==> config.mk <==
export PLATFORM = sky130hd
export DESIGN_NAME = band_level_meter
export DESIGN_NICKNAME = d
export VERILOG_FILES = /design/src/rtl/band_level_meter_pkg.sv /design/src/rtl/band_level_meter_decay_calc.sv /design/src/rtl/band_level_meter.sv
export SDC_FILE = /design/constraint.sdc
export NUM_CORES = 1
export LEC_CHECK = 0
export CAP_MARGIN = 20
export CORE_ASPECT_RATIO = 0.9
export CORE_MARGIN = 4
export CORE_UTILIZATION = 60
export CTS_BUF_LIST = sky130_fd_sc_hd__clkbuf_16
export CTS_CLUSTER_SIZE = 40
export DETAILED_ROUTE_END_ITERATION = 12
export PLACE_DENSITY = 0.92
export SLEW_MARGIN = 0
export SYNTH_ARGS = -nofsm -noshare
export SYNTH_HDL_FRONTEND = slang
export SYNTH_SLANG_ARGS = --single-unit
==> constraint.sdc <==
create_clock -name clock -period 12.75 [get_ports clock]
set_input_delay 1.275 -clock clock [delete_from_list [all_inputs] [get_ports clock]]
set_output_delay 1.275 -clock clock [all_outputs]
set_load 0.005 [all_outputs]
==> src/rtl/band_level_meter_pkg.sv <==
// Shared definitions for the band level meter: band geometry, sweep FSM encodings
// and small saturating-arithmetic helpers used by the per-band calculator.
package band_level_meter_pkg;

  localparam int NUM_BANDS = 7;
  localparam int BAND_W    = 8;
  localparam int IDX_W     = 3;

  localparam logic [1:0] ST_IDLE = 2'd0;
  localparam logic [1:0] ST_SCAN = 2'd1;
  localparam logic [1:0] ST_DONE = 2'd2;

  function automatic logic [BAND_W-1:0] umax(input logic [BAND_W-1:0] a,
                                             input logic [BAND_W-1:0] b);
    return (a > b) ? a : b;
  endfunction

  // Unsigned subtract that floors at zero instead of wrapping.
  function automatic logic [BAND_W-1:0] sat_sub(input logic [BAND_W-1:0] a,
                                                input logic [BAND_W-1:0] b);
    return (a >= b) ? (a - b) : '0;
  endfunction

endpackage

==> src/rtl/band_level_meter_decay_calc.sv <==
// Combinational per-band update: fast attack, timed decay and peak-hold countdown.
// One instance is time-shared across all bands by the sweep FSM.
module band_decay_calc
  import band_level_meter_pkg::*;
#(
  parameter int DECAY_STEP = 4,
  parameter int PEAK_HOLD  = 30,
  parameter int HOLD_W     = $clog2(PEAK_HOLD + 1)
) (
  input  logic [BAND_W-1:0] x_i,
  input  logic [BAND_W-1:0] lvl_i,
  input  logic [BAND_W-1:0] pk_i,
  input  logic [HOLD_W-1:0] hold_i,
  input  logic              tick_i,
  output logic [BAND_W-1:0] lvl_o,
  output logic [BAND_W-1:0] pk_o,
  output logic [HOLD_W-1:0] hold_o
);

  localparam logic [BAND_W-1:0] STEP_V = BAND_W'(DECAY_STEP);
  localparam logic [HOLD_W-1:0] HOLD_V = HOLD_W'(PEAK_HOLD);

  logic [BAND_W-1:0] lvl_new;

  always_comb begin
    lvl_new = lvl_i;
    if (x_i >= lvl_i) begin
      lvl_new = x_i;
    end else if (tick_i) begin
      // Decay never undershoots the current input magnitude.
      lvl_new = umax(x_i, sat_sub(lvl_i, STEP_V));
    end
  end

  always_comb begin
    lvl_o  = lvl_new;
    pk_o   = pk_i;
    hold_o = hold_i;
    if (lvl_new >= pk_i) begin
      pk_o   = lvl_new;
      hold_o = HOLD_V;
    end else if (tick_i) begin
      if (hold_i != '0) begin
        hold_o = hold_i - HOLD_W'(1);
      end else begin
        pk_o = umax(lvl_new, sat_sub(pk_i, BAND_W'(1)));
      end
    end
  end

endmodule

==> src/rtl/band_level_meter.sv <==
// Seven-band bar meter: one serial sweep per accepted ready strobe, producing
// display levels with attack/decay and peak markers with hold, plus an update pulse.
module band_level_meter
  import band_level_meter_pkg::*;
#(
  parameter int DECAY_DIV  = 800,
  parameter int DECAY_STEP = 4,
  parameter int PEAK_HOLD  = 30
) (
  input  logic        clock,
  input  logic        reset,
  input  logic        ready,
  input  logic        freeze,
  input  logic [7:0]  freq1,
  input  logic [7:0]  freq2,
  input  logic [7:0]  freq3,
  input  logic [7:0]  freq4,
  input  logic [7:0]  freq5,
  input  logic [7:0]  freq6,
  input  logic [7:0]  freq7,
  output logic [55:0] levels,
  output logic [55:0] peaks,
  output logic        update,
  output logic        busy,
  output logic [1:0]  state_dbg
);

  localparam int HOLD_W = $clog2(PEAK_HOLD + 1);
  localparam int CNT_W  = (DECAY_DIV > 1) ? $clog2(DECAY_DIV) : 1;
  localparam logic [CNT_W-1:0] CNT_LAST = CNT_W'(DECAY_DIV - 1);
  localparam logic [IDX_W-1:0] IDX_LAST = IDX_W'(NUM_BANDS - 1);

  logic [1:0]        state_q, state_d;
  logic [IDX_W-1:0]  idx_q, idx_d;
  logic [CNT_W-1:0]  cnt_q, cnt_d;
  logic              tick_q, tick_d;
  logic              update_q, update_d;
  logic              busy_q, busy_d;
  logic              snap_en;
  logic              band_we;

  logic [BAND_W-1:0] freq_in [NUM_BANDS];
  logic [BAND_W-1:0] snap_q  [NUM_BANDS];
  logic [BAND_W-1:0] level_q [NUM_BANDS];
  logic [BAND_W-1:0] peak_q  [NUM_BANDS];
  logic [HOLD_W-1:0] hold_q  [NUM_BANDS];

  logic [BAND_W-1:0] cur_x, cur_lvl, cur_pk;
  logic [HOLD_W-1:0] cur_hold;
  logic [BAND_W-1:0] new_lvl, new_pk;
  logic [HOLD_W-1:0] new_hold;

  assign freq_in[0] = freq1;
  assign freq_in[1] = freq2;
  assign freq_in[2] = freq3;
  assign freq_in[3] = freq4;
  assign freq_in[4] = freq5;
  assign freq_in[5] = freq6;
  assign freq_in[6] = freq7;

  // Handshake: ready is a one-cycle strobe with no back-pressure. It is taken only
  // in IDLE with freeze low; strobes during SCAN or DONE are dropped, never queued.
  always_comb begin
    state_d  = state_q;
    idx_d    = idx_q;
    cnt_d    = cnt_q;
    tick_d   = tick_q;
    update_d = update_q;
    busy_d   = busy_q;
    snap_en  = 1'b0;
    band_we  = 1'b0;
    case (state_q)
      ST_IDLE: begin
        if (ready && !freeze) begin
          snap_en = 1'b1;
          idx_d   = '0;
          busy_d  = 1'b1;
          tick_d  = (cnt_q == CNT_LAST);
          cnt_d   = (cnt_q == CNT_LAST) ? '0 : cnt_q + CNT_W'(1);
          state_d = ST_SCAN;
        end
      end
      ST_SCAN: begin
        band_we = 1'b1;
        idx_d   = idx_q + IDX_W'(1);
        if (idx_q == IDX_LAST) begin
          update_d = 1'b1;
          state_d  = ST_DONE;
        end
      end
      ST_DONE: begin
        update_d = 1'b0;
        busy_d   = 1'b0;
        state_d  = ST_IDLE;
      end
      default: begin
        update_d = 1'b0;
        busy_d   = 1'b0;
        state_d  = ST_IDLE;
      end
    endcase
  end

  always_ff @(posedge clock or negedge reset) begin
    if (!reset) begin
      state_q  <= ST_IDLE;
      idx_q    <= '0;
      cnt_q    <= '0;
      tick_q   <= 1'b0;
      update_q <= 1'b0;
      busy_q   <= 1'b0;
    end else begin
      state_q  <= state_d;
      idx_q    <= idx_d;
      cnt_q    <= cnt_d;
      tick_q   <= tick_d;
      update_q <= update_d;
      busy_q   <= busy_d;
    end
  end

  always_comb begin
    cur_x    = '0;
    cur_lvl  = '0;
    cur_pk   = '0;
    cur_hold = '0;
    for (int b = 0; b < NUM_BANDS; b++) begin
      if (idx_q == IDX_W'(b)) begin
        cur_x    = snap_q[b];
        cur_lvl  = level_q[b];
        cur_pk   = peak_q[b];
        cur_hold = hold_q[b];
      end
    end
  end

  band_decay_calc #(
    .DECAY_STEP (DECAY_STEP),
    .PEAK_HOLD  (PEAK_HOLD),
    .HOLD_W     (HOLD_W)
  ) u_calc (
    .x_i    (cur_x),
    .lvl_i  (cur_lvl),
    .pk_i   (cur_pk),
    .hold_i (cur_hold),
    .tick_i (tick_q),
    .lvl_o  (new_lvl),
    .pk_o   (new_pk),
    .hold_o (new_hold)
  );

  always_ff @(posedge clock or negedge reset) begin
    if (!reset) begin
      for (int b = 0; b < NUM_BANDS; b++) begin
        snap_q[b]  <= '0;
        level_q[b] <= '0;
        peak_q[b]  <= '0;
        hold_q[b]  <= '0;
      end
    end else begin
      for (int b = 0; b < NUM_BANDS; b++) begin
        if (snap_en) begin
          snap_q[b] <= freq_in[b];
        end
        if (band_we && (idx_q == IDX_W'(b))) begin
          level_q[b] <= new_lvl;
          peak_q[b]  <= new_pk;
          hold_q[b]  <= new_hold;
        end
      end
    end
  end

  always_comb begin
    levels = '0;
    peaks  = '0;
    for (int b = 0; b < NUM_BANDS; b++) begin
      levels[BAND_W*b +: BAND_W] = level_q[b];
      peaks[BAND_W*b +: BAND_W]  = peak_q[b];
    end
  end

  assign update    = update_q;
  assign busy      = busy_q;
  assign state_dbg = state_q;

endmodule

==> run metrics, run 1 <==
Netlist Area Pre-Place 12500 um2; GRT Total Usage a little over a third; synthesis-to-finish area growth 21.0%; Async S/R FF share, synth 100%; critical path class reg2reg; fin crit period just over 9 ns; IO buf count about 180; Root Buffer clkbuf_16; flop2flop setup slack ~3.5 ns; FF-to-FF path depth 28; adder-cell area share of the yosys netlist 4.32%; endpoints failing setup 0; slowest CP cell nor3_1; Endpoint, Worst Hold snap_q[11]; first-pass GRT wire length between 60000 and 70000 um; Tightest Pin Transition 1.04 ns; Syn. warnings 0; clk slew on worst S/H paths 0.07 ns; CTS H-Tree Depth 1; fmax between 0.1 and 0.15 GHz; run status completed; Initial Util 61.8%; CTS Hold Bufs 0; maximum buffer depth of the clock tree 3; crit path capture type register; Sink Count about 220; Post-Layout Inst Area 15100 um2; Skew-Pair Late Insertion Delay between 0.5 and 0.6 ns; Seq/Total Area, Yosys 44.4%; io pins between 150 and 200; Wirelength per Cell around 23 um; Syn Nets 1558; R2R Path Start idx_q[2]; CP Max Fanout 33; Critical Path AT 9.65 ns; Synth area leaders dfrtp_1, nand2_1, o21ai_0, ha_1, a21oi_1; HPWL after DPL 28600 um; Yosys cell types 97; GPL Wtd Cong 0.967; Total Nets Final 1687; critical path's most frequent cell ha_1; synthesized instance count 1455; CTS tree done; Ant. Diodes 0; Post-Synth XOR/XNOR Area 0.633%; vias in the first global route 11900; Hold Path Class reg2reg; RSZ-0062 raised after global routing false; antenna violations before repair 0; HP Start snap_q[11]; Worst slew margin about 31%; max cap viols 0; number of remaining DRC errors 0; final worst path period share between 70% and 80%; GR Overflow Total 0; Final Non-Filler Cells about 1900; Die ar. around 23000 um2; area post-placement about 14000 um2; Primary FF master, synth dfrtp_1; Critical Path Start Type register; Die Y around 140 um; Vias/cell roughly 6.5; combinational family with the most area after synthesis simple AND/OR/NAND/NOR gates; CTS buffer count 24; Final Skew 0.0267 ns; largest net degree at the start of global routing 86; share of layout cells above drive strength 1 6.87%; #FFs+latches synth 221; Required @ worst endpoint 13.14 ns; num rows between 40 and 50; die width about 160 um; Hold Violations, Final 0; EDFF count, synth 0; area leader, netlist dfrtp_1; total wire length 42200 um; syn avg cell area between 8 and 9 um2; Worst R2R End peaks[55]; Vias roughly 12000; Slew Limit Fails 0; TNS Setup 0 ns; Simple-Gate Fraction of Synth Area between 20% and 30%; Resized cells post-CTS 0; Largest stage delay, worst path ~0.74 ns; First-pass DRT Iterations 5; DRT antenna net count 0; Placed Cells incl. Taps 1809; Post-CTS Setup Bufs 0; top cell type's share of synthesized area between 40 and 50%; post-synthesis mux area share 0.331%; post-synthesis compound-gate area fraction around 22%; core area 20200 um2; worst hold stages 2; DRT iter0 DRCs 1367
## cell type report
type | instances | area, um2
Sequential cell | 221 | 5530
Fill cell | 1398 | 5100
Timing Repair Buffer | 199 | 1980
Tap cell | 255 | 319
Multi-Input combinational cell | 1099 | 6300
Inverter | 39 | 146
Clock buffer | 24 | 601
Clock inverter | 19 | 196
## routing by layer
metal	track usage, %	routed length, um
met3	8.41	4820
met2	56.5	19000
met4	14.4	1770
met1	48.6	16600
met5	0	0
## cells in the final DEF (no fill, tap or decap), drive strengths merged, types with 16 or more instances in the layout
cell type and n:
buf 24, nand2 367, a221oi 16, dfrtp 221, nand3b 21, o21ai 175
nor2 85, clkdlybuf4s50 174, inv 43, a31oi 22, nand3 26, and3 19
nor2b 35, a21oi 82, ha 43, clkbuf 25
## cells in the mapped netlist, types with 15 or more instances
library cell / count
nor2_1: 84
buf_2: 22
nand2_1: 366
a31oi_1: 18
nand3b_1: 21
nor2b_1: 35
o21ai_0: 151
a221oi_1: 15
ha_1: 43
o21ai_1: 23
dfrtp_1: 221
and3_1: 19
clkbuf_1: 51
a21oi_1: 81
inv_1: 37
nand3_1: 26
## worst max-delay path: cells and delay by family (launching register included)
kind            cells  cell delay [ns]
simple gates        8             2.59
fa+ha+maj           3             1.24
flops               1             0.38
compound gates     13             3.31
buf+inv             4             1.57
## through the flow
step / utilization, % / setup slack, ns / hold WS, ns
after CTS: 74.4 / 3.90 / 0.471
final: 74.7 / 3.49 / 0.471
after global placement: 70.4 / 4.22 / 0.453
after floorplan: - / 5.64 / 0.437
after global routing: 74.7 / 3.06 / 0.499
after detailed placement: 70.5 / 3.97 / 0.455
## sequential cells by signal (all words and copies together) (netlist names)
register,flops
peaks,56
levels,56
snap_q,56
cnt_q,10
tick_q,1
idx_q,3
state_dbg,2
busy,1
hold_q,35
update,1
## kinds of logic (layout without fill, tap and decap cells)
group / after synthesis / count (layout)
compound gates: 419 / 419
xor+xnor: 9 / 9
fa+ha+maj: 43 / 43
buf+inv: 135 / 281
flops: 221 / 221
mux: 4 / 4
simple gates: 624 / 624
## worst max path at each step
stage	start	endpoint	slack (ns)	cells after the start
final	idx_q[2]	peaks[55]	3.49	28
after global routing	idx_q[2]	peaks[54]	3.06	31
after CTS	idx_q[2]	peaks[2]	3.90	27
after detailed placement	idx_q[2]	peaks[2]	3.97	27
after global placement	idx_q[2]	peaks[22]	4.22	31
after floorplan	idx_q[2]	peaks[33]	5.64	33
Power of run 1 is not shown: default switching activity piles up to over one toggle a cycle in this logic, so the estimate is an artifact.
==> inputs of run 2 (changes only) <==
--- a/config.mk
+++ b/config.mk
@@ -8,11 +8,11 @@
 export CAP_MARGIN = 20
 export CORE_ASPECT_RATIO = 0.9
 export CORE_MARGIN = 4
-export CORE_UTILIZATION = 60
+export CORE_UTILIZATION = 50
 export CTS_BUF_LIST = sky130_fd_sc_hd__clkbuf_16
 export CTS_CLUSTER_SIZE = 40
 export DETAILED_ROUTE_END_ITERATION = 12
-export PLACE_DENSITY = 0.92
+export PLACE_DENSITY = 0.82
 export SLEW_MARGIN = 0
 export SYNTH_ARGS = -nofsm -noshare
 export SYNTH_HDL_FRONTEND = slang
==> constraint.sdc (replaced) <==
create_clock -name clock -period 7.5 [get_ports clock]
set_input_delay 0.75 -clock clock [delete_from_list [all_inputs] [get_ports clock]]
set_output_delay 0.75 -clock clock [all_outputs]
set_load 0.005 [all_outputs]
==> run 2 against run 1 <==
  * Non-clock buffer count is 58 higher
  * Routed wire length decreased by 0.59%
  * Core utilization fell by 11 points
  * Register-to-register slack got worse by 3.0 ns
  * Die area up 19%
  * Worst hold slack got worse by 0.19 ns
  * Global-route usage down 6.2 points
  * Sequential cell count did not move
  * Cell count grew 7.5%
  * Cell area is 3.2% higher
  * Critical path depth is 1 higher
  * Setup slack worse by 3.0 ns
  * Critical endpoint is now peaks[39]
  * Highest routed layer unchanged
==> run metrics, run 2 (synthesis results as in run 1) <==
Vias around 12000; Root Buffer clkbuf_16; Critical Path AT between 7 and 8 ns; Hold Path Class in2async; number of remaining DRC errors 0; CTS tree done; run status completed; GRT Total Usage approximately 30%; fin crit period 7.04 ns; num rows 54; critical path's most frequent cell ha_1; antenna violations before repair 0; setup ws final between 0.4 and 0.5 ns; DRT antenna net count 0; io pins 176; crit path capture type register; endpoints failing setup 0; most common cell after layout, fill and taps aside nand2_1; Skew-Pair Late Insertion Delay approximately 0.53 ns; CTS buffer count 24; Initial Util between 50% and 60%; largest net degree at the start of global routing 105; slowest CP cell or4_4; clk slew on worst S/H paths roughly 0.06 ns; IO buf count roughly 180; Vias/cell between 6 and 7; metal2 WL 18300 um; Die ar. ~28000 um2; core area roughly 24000 um2; GPL Wtd Cong about 1.0; critical path class reg2reg; Tightest Pin Transition roughly 0.97 ns; Slew Limit Fails 0; Ant. Diodes 0; met3 WL approximately 4500 um; TNS Setup 0 ns; DR top layer met4; RSZ-0062 raised after global routing false; CTS H-Tree Depth 1; Worst slew margin 35.2%; Required @ worst endpoint slightly below 8 ns; First-pass DRT Iterations 5; Hold Violations, Final 0; Sink Count 221; commonest non-fill, non-tap cells in the layout nand2_1, dfrtp_1, clkdlybuf4s50_1; HPWL after DPL around 30000 um; Total Nets Final ~1700; Largest stage delay, worst path 0.55 ns; share of layout cells above drive strength 1 10.4%; Critical Path Start Type register; Die Y between 150 and 200 um; Setup WS pre-CTS 0.192 ns; CP Max Fanout 8; Final Skew roughly 0.011 ns; GR Overflow Total 0; max cap viols 0; first-pass GRT wire length approximately 65000 um; Metal-1 WL between 15000 and 20000 um; synthesis-to-finish area growth 24.9%; total wire length between 40000 and 50000 um; CTS Hold Bufs 0; fmax ~0.14 GHz; vias in the first global route ~11000; Wirelength per Cell roughly 21 um; final worst path period share 93.9%; DRT iter0 DRCs about 1400; die width about 170 um; maximum buffer depth of the clock tree 3
-- run 2: cell types whose count changed in the layout (fill, tap and decap cells not counted), sizes merged --
cell,previous run,this run
bufinv,3,0
inv,43,44
buf,24,83
clkinv,11,14
clkbuf,25,24
-- run 2: worst paths after layout --
| path | cells past startpoint | slack (ns) | from | end |
|---|---|---|---|---|
| worst min register to register | 2 | 0.47 | snap_q[11] | snap_q[11] |
| worst max-delay path | 29 | 0.46 | idx_q[0] | peaks[39] |
| max in group asynchronous | 2 | 5.96 | reset | peaks[38] |
| min in group clock | 2 | 0.47 | snap_q[11] | snap_q[11] |
| worst max register to register | 29 | 0.46 | idx_q[0] | peaks[39] |
| worst min-delay path | 1 | 0.28 | reset | levels[38] |
-- run 2: layer usage --
metal / GRT usage, % / vias to the layer above
li1: - / 5474
met1: 42.0 / 5719
met2: 44.8 / 709
met3: 6.35 / 126
met4: 11.6 / 0
met5: 0 / -
-- run 2: worst max-delay path, delay by kind of cell (launching register included) --
| kind | cells | cell delay (ns) |
|---|---|---|
| adder cells (fa/ha/maj) | 5 | 1.25 |
| AND/OR/NAND/NOR | 8 | 2.29 |
| buffers and inverters | 3 | 0.53 |
| AO/OA/AOI/OAI | 13 | 2.38 |
| flip-flops | 1 | 0.45 |
-- run 2: layout make-up --
cell class	count	area, um2
fillers	2049	8830
multi-input cells	1099	6370
flip-flops and latches	221	5530
repair buffers	257	2380
clock buffers	24	601
well taps	336	420
inverters	39	146
clock inverters	20	111
-- run 2: repair_timing --
item / 4_1_cts / 5_1_grt
hold endpoints to repair: 0 / 0
gates resized for setup: 0 / 12
setup endpoints to repair: 0 / 84
buffers inserted: 0 / 0
-- run 2: metrics by stage --
step | cells | area [um2] | hold slack, ns | util, %
2_1_floorplan | 1455 | 12500 | 0.437 | -
3_3_place_gp | 1951 | 14800 | 0.453 | 60.6
3_5_place_dp | 1951 | 14800 | 0.456 | 60.6
4_1_cts | 1995 | 15500 | 0.292 | 63.5
5_1_grt | 1996 | 15600 | 0.343 | 63.8
6_report | 1996 | 15600 | 0.278 | 63.8
Power of run 2 is left out for the same reason.
==> inputs of run 3 (changes only) <==
--- a/config.mk
+++ b/config.mk
@@ -5,7 +5,7 @@
 export SDC_FILE = /design/constraint.sdc
 export NUM_CORES = 1
 export LEC_CHECK = 0
-export CAP_MARGIN = 20
+export CAP_MARGIN = 5
 export CORE_ASPECT_RATIO = 0.9
 export CORE_MARGIN = 4
 export CORE_UTILIZATION = 50
@@ -13,6 +13,7 @@
 export CTS_CLUSTER_SIZE = 40
 export DETAILED_ROUTE_END_ITERATION = 12
 export PLACE_DENSITY = 0.82
+export REMOVE_ABC_BUFFERS = 1
 export SLEW_MARGIN = 0
 export SYNTH_ARGS = -nofsm -noshare
 export SYNTH_HDL_FRONTEND = slang
==> run 3 against run 2 <==
  * Cell count fell by 0.25%
  * Clock skew grew 0.0074 ns
  * Global-route usage down 0.67 points
  * Sequential share of layout area shrank 0.17 points
  * First-iteration DRC count rose by 3.6%
  * Non-clock buffer count decreased by 3
  * Worst hold slack got worse by 0.079 ns
  * Critical path type unchanged
  * Largest cell class unchanged
==> run metrics, run 3 (synthesis results as in run 1) <==
run status completed; Hold Path Class in2async; final worst path period share 95.7%; Post-Layout Inst Area roughly 16000 um2; crit path capture type register; Vias/cell about 6; Wirelength per Cell about 20 um; antenna violations before repair 1; io pins around 180; FF-to-FF path depth 29; largest net degree at the start of global routing 80; First-pass DRT Iterations 6; IO buf count 175; Slew Limit Fails 0; Initial Util about half; Worst R2R End peaks[53]; crit path from idx_q[0]; Largest stage delay, worst path around 0.58 ns; flop2flop setup slack 0.32 ns; core area around 24000 um2; first-pass GRT wire length roughly 64000 um; fillers between 2000 and 2500; Hold Violations, Final 0; Critical Path AT between 7 and 8 ns; clk slew on worst S/H paths ~0.060 ns; GRT Total Usage between 20% and 30%; DRT antenna net count 0; number of remaining DRC errors 0; die width 174 um; endpoints failing setup 0; Vias 12000; Critical Path Start Type register; fin crit period 7.18 ns; fmax roughly 0.14 GHz; num rows 54; Total Nets Final around 1700; Skew-Pair Late Insertion Delay between 0.5 and 0.6 ns; R2R Path Start idx_q[0]; area post-placement around 15000 um2; CTS H-Tree Depth 1; CTS buffer count 23; CTS tree done; Tightest Pin Transition around 1.1 ns; Ant. Diodes 0; most common cell after layout, fill and taps aside nand2_1; commonest non-fill, non-tap cells in the layout nand2_1, dfrtp_1, clkdlybuf4s50_1; critical path's most frequent cell ha_1; critical path class reg2reg; vias in the first global route 11600; multi-input logic area around 6400 um2; Required @ worst endpoint slightly below 8 ns; Die Y around 160 um; slowest CP cell or4_4; DRT iter0 DRCs between 1000 and 1500; Root Buffer clkbuf_16; Worst slew margin 27.4%; total wire length 41000 um; HPWL after DPL about 29000 um; CP Max Fanout 15; Final Skew between 0.015 and 0.02 ns; Die ar. between 20000 and 30000 um2; maximum buffer depth of the clock tree 3; share of layout cells above drive strength 1 approximately 10%; GR Overflow Total 0; register area around 5500 um2; CTS Hold Bufs 0; max cap viols 0; synthesis-to-finish area growth 25.5%; GPL Wtd Cong 0.951; Sink Count 221
==> run 3: cell type report <==
cell class	count	area share [%]
clock buffers	23	3.68
clock inverters	19	1.24
inverters	39	0.936
multi-input cells	1099	40.8
flip-flops and latches	221	35.4
well taps	336	2.69
repair buffers	254	15.3
==> run 3: what timing repair did <==
item / in CTS / in global routing
gates resized for setup: 0 / 13
setup buffers: 0 / 1
setup endpoints to repair: 0 / 69
==> run 3: through the flow <==
| stage | hold slack, ns | util (%) | instances | setup WS [ns] | setup TNS, ns |
|---|---|---|---|---|---|
| after floorplan | 0.437 | - | 1359 | -0.671 | -38.28 |
| after global placement | 0.454 | 60.6 | 1948 | 0.264 | 0 |
| after detailed placement | 0.458 | 60.6 | 1948 | 0.149 | 0 |
| after CTS | 0.199 | 63.7 | 1990 | 0.0199 | 0 |
| after global routing | 0.227 | 64.1 | 1991 | -0.0441 | -0.266 |
| final | 0.199 | 64.1 | 1991 | 0.325 | 0 |
==> run 3: how the worst max path moves through the flow <==
stage | to | slack (ns) | cells after the start
2_1_floorplan | peaks[14] | -0.67 | 25
3_3_place_gp | peaks[33] | 0.26 | 29
3_5_place_dp | peaks[31] | 0.15 | 29
4_1_cts | peaks[31] | 0.02 | 29
5_1_grt | peaks[22] | -0.04 | 31
6_report | peaks[53] | 0.32 | 29
==> run 3: worst max-delay path, delay by kind of cell (launching register included) <==
| kind | cells | cell delay (ns) |
|---|---|---|
| compound gates | 13 | 2.84 |
| buf+inv | 4 | 0.74 |
| fa+ha+maj | 5 | 1.16 |
| simple gates | 7 | 1.84 |
| flops | 1 | 0.43 |
==> run 3: routing by layer <==
| metal | part of all wire, % | vias to the layer above | global-route usage [%] | wire length (um) |
|---|---|---|---|---|
| li1 | - | 5478 | - | - |
| met1 | 43 | 5775 | 41.1 | 17600 |
| met2 | 44 | 625 | 44.9 | 18100 |
| met3 | 9.9 | 92 | 6.09 | 4060 |
| met4 | 3.1 | 2 | 9.05 | 1260 |
| met5 | 0.032 | - | 0 | 13 |
Power of run 3 is left out for the same reason.
